===== src/rtl/command_fifo_interface.sv =====
`timescale 1ns/1ps
`default_nettype none
//=============================================================================
// Module   : command_fifo_interface
// Purpose  : Host command port for the GPU. Synchronises the asynchronous
//            host controls into commandClk, buffers host writes (command plus
//            data) in a first-word-fall-through FIFO for the GPU core, and runs
//            a read-request state machine that fetches a data word from the
//            GPU and drives it back toward the host pads.
// Revision : 1.0 - initial release
//-----------------------------------------------------------------------------
// Ports:
//   commandClk     in   GPU clock, all logic on rising edge
//   resetN         in   asynchronous active-low reset
//   chipSelect     in   host chip select (async)
//   outputEnable   in   host read enable (async)
//   writeStrobe    in   host write strobe (async), rising edge commits a write
//   inputCommand   in   host command pins
//   dataIn         in   host data pins, write direction
//   dataOut        out  host data pins, read direction
//   dataOutEnable  out  pad tristate enable for dataOut
//   commandToGpu   out  FIFO head command (0 when empty)
//   dataToGpu      out  FIFO head data (0 when empty)
//   cmdValid       out  FIFO not empty
//   cmdReady       in   GPU takes head entry when cmdValid && cmdReady
//   fifoCount      out  FIFO occupancy
//   busy           out  FIFO full
//   overflow       out  sticky, a host write was dropped
//   readReq        out  one-cycle read request to the GPU
//   readData       in   GPU read data
//   readValid      in   readData valid this cycle
//   readTimeout    out  sticky, a read timed out
//   clearFlags     in   clears overflow and readTimeout
//=============================================================================
module command_fifo_interface #(
   parameter int unsigned CMD_WIDTH    = 16,
   parameter int unsigned DATA_WIDTH   = 16,
   parameter int unsigned DEPTH        = 8,
   parameter int unsigned READ_TIMEOUT = 64
) (
   input  logic                         commandClk,
   input  logic                         resetN,
   input  logic                         chipSelect,
   input  logic                         outputEnable,
   input  logic                         writeStrobe,
   input  logic [CMD_WIDTH-1:0]         inputCommand,
   input  logic [DATA_WIDTH-1:0]        dataIn,
   output logic [DATA_WIDTH-1:0]        dataOut,
   output logic                         dataOutEnable,
   output logic [CMD_WIDTH-1:0]         commandToGpu,
   output logic [DATA_WIDTH-1:0]        dataToGpu,
   output logic                         cmdValid,
   input  logic                         cmdReady,
   output logic [$clog2(DEPTH):0]       fifoCount,
   output logic                         busy,
   output logic                         overflow,
   output logic                         readReq,
   input  logic [DATA_WIDTH-1:0]        readData,
   input  logic                         readValid,
   output logic                         readTimeout,
   input  logic                         clearFlags
);

   localparam int unsigned c_addrWidth  = $clog2(DEPTH);
   localparam int unsigned c_countWidth = $clog2(DEPTH) + 1;
   localparam int unsigned c_entryWidth = CMD_WIDTH + DATA_WIDTH;
   localparam int unsigned c_timerWidth = $clog2(READ_TIMEOUT + 1);

   localparam logic [c_countWidth-1:0] c_fullCount = c_countWidth'(DEPTH);
   localparam logic [c_timerWidth-1:0] c_timerLast = c_timerWidth'(READ_TIMEOUT - 1);

   typedef enum logic [1:0] {
      ST_IDLE  = 2'd0,
      ST_REQ   = 2'd1,
      ST_WAIT  = 2'd2,
      ST_DRIVE = 2'd3
   } readState_t;

   //---------------------------------------------------------------------------
   // Input synchronisers
   //---------------------------------------------------------------------------
   logic r_csSync1, r_csSync2;
   logic r_oeSync1, r_oeSync2;
   logic r_wrSync1, r_wrSync2, r_wrPrev;

   always_ff @(posedge commandClk or negedge resetN) begin
      if (!resetN) begin
         r_csSync1 <= 1'b0;
         r_csSync2 <= 1'b0;
         r_oeSync1 <= 1'b0;
         r_oeSync2 <= 1'b0;
         r_wrSync1 <= 1'b0;
         r_wrSync2 <= 1'b0;
         r_wrPrev  <= 1'b0;
      end else begin
         r_csSync1 <= chipSelect;
         r_csSync2 <= r_csSync1;
         r_oeSync1 <= outputEnable;
         r_oeSync2 <= r_oeSync1;
         r_wrSync1 <= writeStrobe;
         r_wrSync2 <= r_wrSync1;
         r_wrPrev  <= r_wrSync2;
      end
   end

   logic w_writeRise;
   logic w_push;
   logic w_readActive;

   assign w_writeRise  = r_wrSync2 && !r_wrPrev;
   // A write is only meaningful while the host is selecting us and not reading.
   assign w_push       = w_writeRise && r_csSync2 && !r_oeSync2;
   assign w_readActive = r_csSync2 && r_oeSync2;

   //---------------------------------------------------------------------------
   // Command FIFO
   //---------------------------------------------------------------------------
   logic [c_entryWidth-1:0] r_mem [DEPTH];
   logic [c_addrWidth-1:0]  r_wrPtr;
   logic [c_addrWidth-1:0]  r_rdPtr;
   logic [c_countWidth-1:0] r_count;
   logic                    r_overflow;

   logic                    w_full;
   logic                    w_pop;
   logic                    w_pushAccept;
   logic                    w_overflowEvent;
   logic [c_entryWidth-1:0] w_head;

   assign cmdValid        = (r_count != '0);
   assign w_full          = (r_count == c_fullCount);
   assign w_pop           = cmdValid && cmdReady;
   // When full, the slot being vacated by a same-cycle pop is the one the
   // write pointer aims at, so the push can be taken.
   assign w_pushAccept    = w_push && (!w_full || w_pop);
   assign w_overflowEvent = w_push && w_full && !w_pop;

   // Pins are sampled straight away; the host keeps them stable well past
   // the synchronised strobe edge.
   always_ff @(posedge commandClk) begin
      if (w_pushAccept) begin
         r_mem[r_wrPtr] <= {inputCommand, dataIn};
      end
   end

   always_ff @(posedge commandClk or negedge resetN) begin
      if (!resetN) begin
         r_wrPtr <= '0;
         r_rdPtr <= '0;
         r_count <= '0;
      end else begin
         if (w_pushAccept) begin
            r_wrPtr <= r_wrPtr + 1'b1;
         end
         if (w_pop) begin
            r_rdPtr <= r_rdPtr + 1'b1;
         end
         case ({w_pushAccept, w_pop})
            2'b10:   r_count <= r_count + 1'b1;
            2'b01:   r_count <= r_count - 1'b1;
            default: r_count <= r_count;
         endcase
      end
   end

   always_ff @(posedge commandClk or negedge resetN) begin
      if (!resetN) begin
         r_overflow <= 1'b0;
      end else if (w_overflowEvent) begin
         r_overflow <= 1'b1;
      end else if (clearFlags) begin
         r_overflow <= 1'b0;
      end
   end

   // Head is gated so stale or uninitialised storage never reaches the GPU.
   assign w_head       = r_mem[r_rdPtr];
   assign commandToGpu = cmdValid ? w_head[c_entryWidth-1:DATA_WIDTH] : '0;
   assign dataToGpu    = cmdValid ? w_head[DATA_WIDTH-1:0] : '0;
   assign fifoCount    = r_count;
   assign busy         = w_full;
   assign overflow     = r_overflow;

   //---------------------------------------------------------------------------
   // Read request state machine
   //---------------------------------------------------------------------------
   readState_t              r_state;
   readState_t              w_nextState;
   logic                    r_readActivePrev;
   logic [c_timerWidth-1:0] r_timer;
   logic [DATA_WIDTH-1:0]   r_dataOut;
   logic                    r_dataOutEnable;
   logic                    r_readTimeout;

   logic w_readReq;
   logic w_timerClear;
   logic w_timerInc;
   logic w_loadData;
   logic w_loadOnes;
   logic w_clearOut;

   always_ff @(posedge commandClk or negedge resetN) begin
      if (!resetN) begin
         r_state          <= ST_IDLE;
         r_readActivePrev <= 1'b0;
      end else begin
         r_state          <= w_nextState;
         r_readActivePrev <= w_readActive;
      end
   end

   always_comb begin
      w_nextState  = r_state;
      w_readReq    = 1'b0;
      w_timerClear = 1'b0;
      w_timerInc   = 1'b0;
      w_loadData   = 1'b0;
      w_loadOnes   = 1'b0;
      w_clearOut   = 1'b0;
      case (r_state)
         ST_IDLE: begin
            // Only a fresh rising edge starts a read; a held-high request
            // after an abort does not retrigger.
            if (w_readActive && !r_readActivePrev) begin
               w_nextState = ST_REQ;
            end
         end
         ST_REQ: begin
            w_readReq    = 1'b1;
            w_timerClear = 1'b1;
            w_nextState  = ST_WAIT;
         end
         ST_WAIT: begin
            if (!w_readActive) begin
               w_nextState = ST_IDLE;
            end else if (readValid) begin
               w_loadData  = 1'b1;
               w_nextState = ST_DRIVE;
            end else if (r_timer == c_timerLast) begin
               w_loadOnes  = 1'b1;
               w_nextState = ST_DRIVE;
            end else begin
               w_timerInc  = 1'b1;
            end
         end
         ST_DRIVE: begin
            if (!w_readActive) begin
               w_clearOut  = 1'b1;
               w_nextState = ST_IDLE;
            end
         end
         default: begin
            w_nextState = ST_IDLE;
         end
      endcase
   end

   always_ff @(posedge commandClk or negedge resetN) begin
      if (!resetN) begin
         r_timer         <= '0;
         r_dataOut       <= '0;
         r_dataOutEnable <= 1'b0;
         r_readTimeout   <= 1'b0;
      end else begin
         if (w_timerClear) begin
            r_timer <= '0;
         end else if (w_timerInc) begin
            r_timer <= r_timer + 1'b1;
         end

         if (w_loadData) begin
            r_dataOut <= readData;
         end else if (w_loadOnes) begin
            r_dataOut <= '1;
         end else if (w_clearOut) begin
            r_dataOut <= '0;
         end

         // Registered from next state so the pad enable is glitch-free and
         // lines up exactly with the DRIVE state.
         r_dataOutEnable <= (w_nextState == ST_DRIVE);

         if (w_loadOnes) begin
            r_readTimeout <= 1'b1;
         end else if (clearFlags) begin
            r_readTimeout <= 1'b0;
         end
      end
   end

   assign readReq       = w_readReq;
   assign dataOut       = r_dataOut;
   assign dataOutEnable = r_dataOutEnable;
   assign readTimeout   = r_readTimeout;

endmodule
`default_nettype wire


===== config.mk =====
export PLATFORM = sky130hd
export DESIGN_NAME = command_fifo_interface
export DESIGN_NICKNAME = d
export VERILOG_FILES = /design/src/rtl/command_fifo_interface.sv
export SDC_FILE = /design/constraint.sdc
export NUM_CORES = 1
export LEC_CHECK = 0
export ABC_AREA = 1
export BUFFER_PORTS_ARGS = -buffer_cell sky130_fd_sc_hd__buf_2
export CAP_MARGIN = 25
export CELL_PAD_IN_SITES_DETAIL_PLACEMENT = 0
export CELL_PAD_IN_SITES_GLOBAL_PLACEMENT = 1
export CORE_MARGIN = 2
export CORE_UTILIZATION = 43
export CTS_CLUSTER_DIAMETER = 200
export DETAILED_ROUTE_END_ITERATION = 10
export MAX_ROUTING_LAYER = met4
export PLACE_DENSITY_LB_ADDON = 0.1
export SLEW_MARGIN = 20
export SYNTH_ARGS = -nofsm -noshare
export SYNTH_HDL_FRONTEND = slang
export SYNTH_SLANG_ARGS = --single-unit

===== constraint.sdc =====
create_clock -name commandClk -period 3.1 [get_ports commandClk]
set_clock_uncertainty 0.2 [all_clocks]
set_input_delay 0.155 -clock commandClk [delete_from_list [all_inputs] [get_ports commandClk]]
set_output_delay 0.155 -clock commandClk [all_outputs]
set_load 0.005 [all_outputs]

==> results.toml <==
[timing]
finalHoldViolCount = 0
max_clock_freq_mhz = 359.2
final.period_utilization_pct = 89.81
tns_ps = 0
timing.final.max_slew_violations = 0
worst_pin_slew_ps = 587.1
final.min_clock_period_ps = 2784
rsz0062_at_grt = "no"
setup_viol = 0
relSlewSlack_pct = 60.72

[worst_hold_path]
hold_class = "primary input to flop"

[pwr]
power-per-cell-area_mw_per_mm2 = 815.4
comb_power_share_pct = 31.0
seq_power_share_pct = 39.6
switchingPower_mw = 4.065
post-layout-total-power_mw = 12.24
intPower_mw = 8.172
total_leakage_power_nw = 5.581
peakVddDrop_mv = 0.4953
power.switching_fraction_pct = 33.22
clkPwrFrac_pct = 29.4

[floorplanning]
chipWidth_um = 172.6
floorplan.io_pins = 114
area_of_the_core_mm2 = 0.02786
initial_core_utilization_pct = 43.87
dieHeight_um = 172.6
fp-row-count = 61
die_area_mm2 = 0.02978

[logic_synthesis]
asyncSetResetFlopFracSynth_pct = 15.23
yosys.area.top_type = "sky130_fd_sc_hd__edfxtp_1"
most_frequently_used_flop_master_after_synthesis = "sky130_fd_sc_hd__edfxtp_1"
netlist_area_mm2 = 0.01222
netlist_instances = 1030
average_cell_area_after_synthesis_um2 = 11.86
synth.yosys.seq_area_share_pct = 72.33
yosys_warnings = 0
synth.lib_cells_used.distinct = 34
synth.ff_latch_count = 302
synth_edf_count = 256
synth.net_count = 1092
post-synth-top-area-fraction_pct = 62.91
synthTopCellsByArea = "sky130_fd_sc_hd__edfxtp_1 (63%), sky130_fd_sc_hd__dfrtp_1 (9.4%), sky130_fd_sc_hd__nor2_1 (8.5%)"

[setup_path]
worstSetupStartpoint = "r_rdPtr[1]"
startpoint_type = "flop"
cp.required_ps = 2740
rrSetupSlack_ps = 770
critical_path_capture_point_type = "output pin"
worst-path-max-fanout = 45
critical_path.reg2reg.endpoint = "r_mem[7][2]"
criticalPathCategory = "flop to output pin"
reg2reg_launch_point = "r_oeSync2"
r2r.worst_path.cells = 6
critPathCapture = "dataToGpu[13]"
arrival_ps = 2430

[cells_and_area]
share_of_cells_above_drive_strength_1_pct = 16.88
syn2layout_area_growth_pct = 22.80
final_cells = 1616
antennaDiodeCount = 0
final_net_count = 1281

[global_route]
grt_max_degree = 130
grt_antenna_before_repair = 0
grt_pass1_wl_um = 44810
grtUsageTotal_pct = 19.23
grt_remaining_overflow = 0
grt_pass1_vias = 8398

[placed_design]
place_hpwl_um = 15690
dp_cells = 1491
numPortBuffers = 113
gp_congestion = 0.7648

[clocking]
htree_num_levels = 1
cts-buffers-inserted = 31
clkTransAtPathRegs_ps = 60
tritoncts = "done"
sinks_on_clock_net = 302
ctsLongestPathBuffers = 3
cts_root_buf = "sky130_fd_sc_hd__clkbuf_16"
postCtsSetupBuffers = 0
clk-insertion-delay-late_ps = 550

[detailed_routing]
route.detailed.wl_per_inst_um = 17.17
drc_errors = 0
antenna_left = 0
dr.first_iter.drc_count = 505
postRouteWirelength_um = 27750
routed-via-count = 8089
detail_route.first_pass.iterations = 5
drt-vias-per-instance = 5.006

[flow_run]
max_cap_violations = 0

[run_status]
run_status = "finished, final reports clean"
routing by layer:
layer	routed length (um)	share of wire [%]	GRT usage [%]
met1	12870	46	25.09
met2	13460	49	32.43
met3	943	3.4	2.419
met4	466	1.7	4.274
met5	0	0	-
repair_timing:
action | CTS | global route
hold buffers | 73 | 0
hold endpoints to repair | 337 | 0
gates resized for setup | 0 | 0
worst min-delay path by stage:
stage	start	to	cells past startpoint
final	chipSelect	r_csSync1	2
after global routing	chipSelect	r_csSync1	2
after CTS	chipSelect	r_csSync1	2
after detailed placement	resetN	dataOut[4]	1
after global placement	resetN	dataOut[4]	1
after floorplan	resetN	dataOutEnable	0
critical path: stages, from the launching register on:
cell and delay [ps]:
sky130_fd_sc_hd__dfrtp_4 780, sky130_fd_sc_hd__buf_4 330, sky130_fd_sc_hd__o21ai_0 110, sky130_fd_sc_hd__o21ai_0 220, sky130_fd_sc_hd__o21ai_0 120, sky130_fd_sc_hd__nor2_1 180
sky130_fd_sc_hd__buf_2 140
cells by family after synthesis:
family	after synthesis	synth area share [%]
AO/OA/AOI/OAI	235	9.675
XOR/XNOR	7	0.5017
adder cells (fa/ha/maj)	6	0.6758
buffers and inverters	83	3.532
flip-flops	302	72.33
AND/OR/NAND/NOR	397	13.29
final cells by class:
| type | instances | area [um2] |
|---|---|---|
| Clock inverter | 16 | 175.2 |
| Sequential cell | 302 | 8846 |
| Fill cell | 2422 | 12850 |
| Clock buffer | 36 | 794.5 |
| Inverter | 26 | 98.84 |
| Multi-Input combinational cell | 645 | 3010 |
| Timing Repair Buffer | 213 | 1609 |
| Tap cell | 378 | 473.0 |
placed cells by master, fill, tap and decap left out, types with 2 or more instances in the layout:
master | synthesis | routed
sky130_fd_sc_hd__nor2_1 | 278 | 270
sky130_fd_sc_hd__edfxtp_1 | 256 | 256
sky130_fd_sc_hd__o21ai_0 | 168 | 168
sky130_fd_sc_hd__buf_2 | 15 | 113
sky130_fd_sc_hd__dlygate4sd3_1 | 0 | 72
sky130_fd_sc_hd__o21ai_1 | 61 | 61
sky130_fd_sc_hd__nand2_1 | 57 | 57
sky130_fd_sc_hd__nand3_1 | 44 | 44
sky130_fd_sc_hd__dfrtp_1 | 46 | 44
sky130_fd_sc_hd__clkbuf_16 | 0 | 31
sky130_fd_sc_hd__inv_1 | 23 | 23
sky130_fd_sc_hd__buf_4 | 7 | 19
sky130_fd_sc_hd__nor2_4 | 3 | 11
sky130_fd_sc_hd__buf_12 | 1 | 9
sky130_fd_sc_hd__clkinv_1 | 0 | 7
sky130_fd_sc_hd__xor2_1 | 6 | 6
sky130_fd_sc_hd__clkinv_2 | 0 | 5
sky130_fd_sc_hd__ha_1 | 5 | 5
sky130_fd_sc_hd__clkbuf_1 | 22 | 5
sky130_fd_sc_hd__bufinv_16 | 0 | 4
sky130_fd_sc_hd__nor2_2 | 3 | 3
sky130_fd_sc_hd__nand2_2 | 3 | 3
sky130_fd_sc_hd__nand2_4 | 3 | 3
sky130_fd_sc_hd__a21oi_1 | 3 | 3
sky130_fd_sc_hd__inv_2 | 3 | 2
sky130_fd_sc_hd__nor3_1 | 2 | 2
sky130_fd_sc_hd__dfrtp_4 | 0 | 2
power groups by stage:
stage | combinational, mW | clock (mW) | sequential [mW]
global placement | 3.82 | 0 | 4.91
finish | 3.80 | 3.60 | 4.84
CTS | 3.87 | 3.71 | 4.84
detailed placement | 3.80 | 0 | 4.92
floorplan | 2.55 | 0 | 4.81
global route | 4.35 | 3.86 | 4.87
state kept, by name, indices dropped and copies added (netlist names), 2 cells and up:
register   cells
fifoCount      4
r_timer        7
r_state        2
r_wrPtr        3
r_rdPtr        3
r_mem        256
dataOut       16
Yosys cell counts (4+ instances only):
master / count
sky130_fd_sc_hd__ha_1: 5
sky130_fd_sc_hd__buf_2: 15
sky130_fd_sc_hd__inv_1: 23
sky130_fd_sc_hd__dfrtp_1: 46
sky130_fd_sc_hd__nor2_1: 278
sky130_fd_sc_hd__xor2_1: 6
sky130_fd_sc_hd__o21ai_0: 168
sky130_fd_sc_hd__nand2_1: 57
sky130_fd_sc_hd__clkbuf_2: 5
sky130_fd_sc_hd__edfxtp_1: 256
sky130_fd_sc_hd__o21ai_1: 61
sky130_fd_sc_hd__nand3_1: 44
sky130_fd_sc_hd__buf_4: 7
sky130_fd_sc_hd__clkbuf_1: 22
sky130_fd_sc_hd__buf_6: 4
through the flow:
stage	utilization (%)	worst slack [ps]	instance area, um2	hold WS (ps)
CTS	53.87	267.4	15010	20.88
global route	53.87	118.5	15010	19.06
finish	53.87	315.9	15010	43.77
detailed placement	47.73	713.0	13300	38.65
global placement	47.73	762.0	13300	23.63
floorplan	-	70.20	12220	-340.6
No activity file was read; power rests on OpenSTA's default activity.
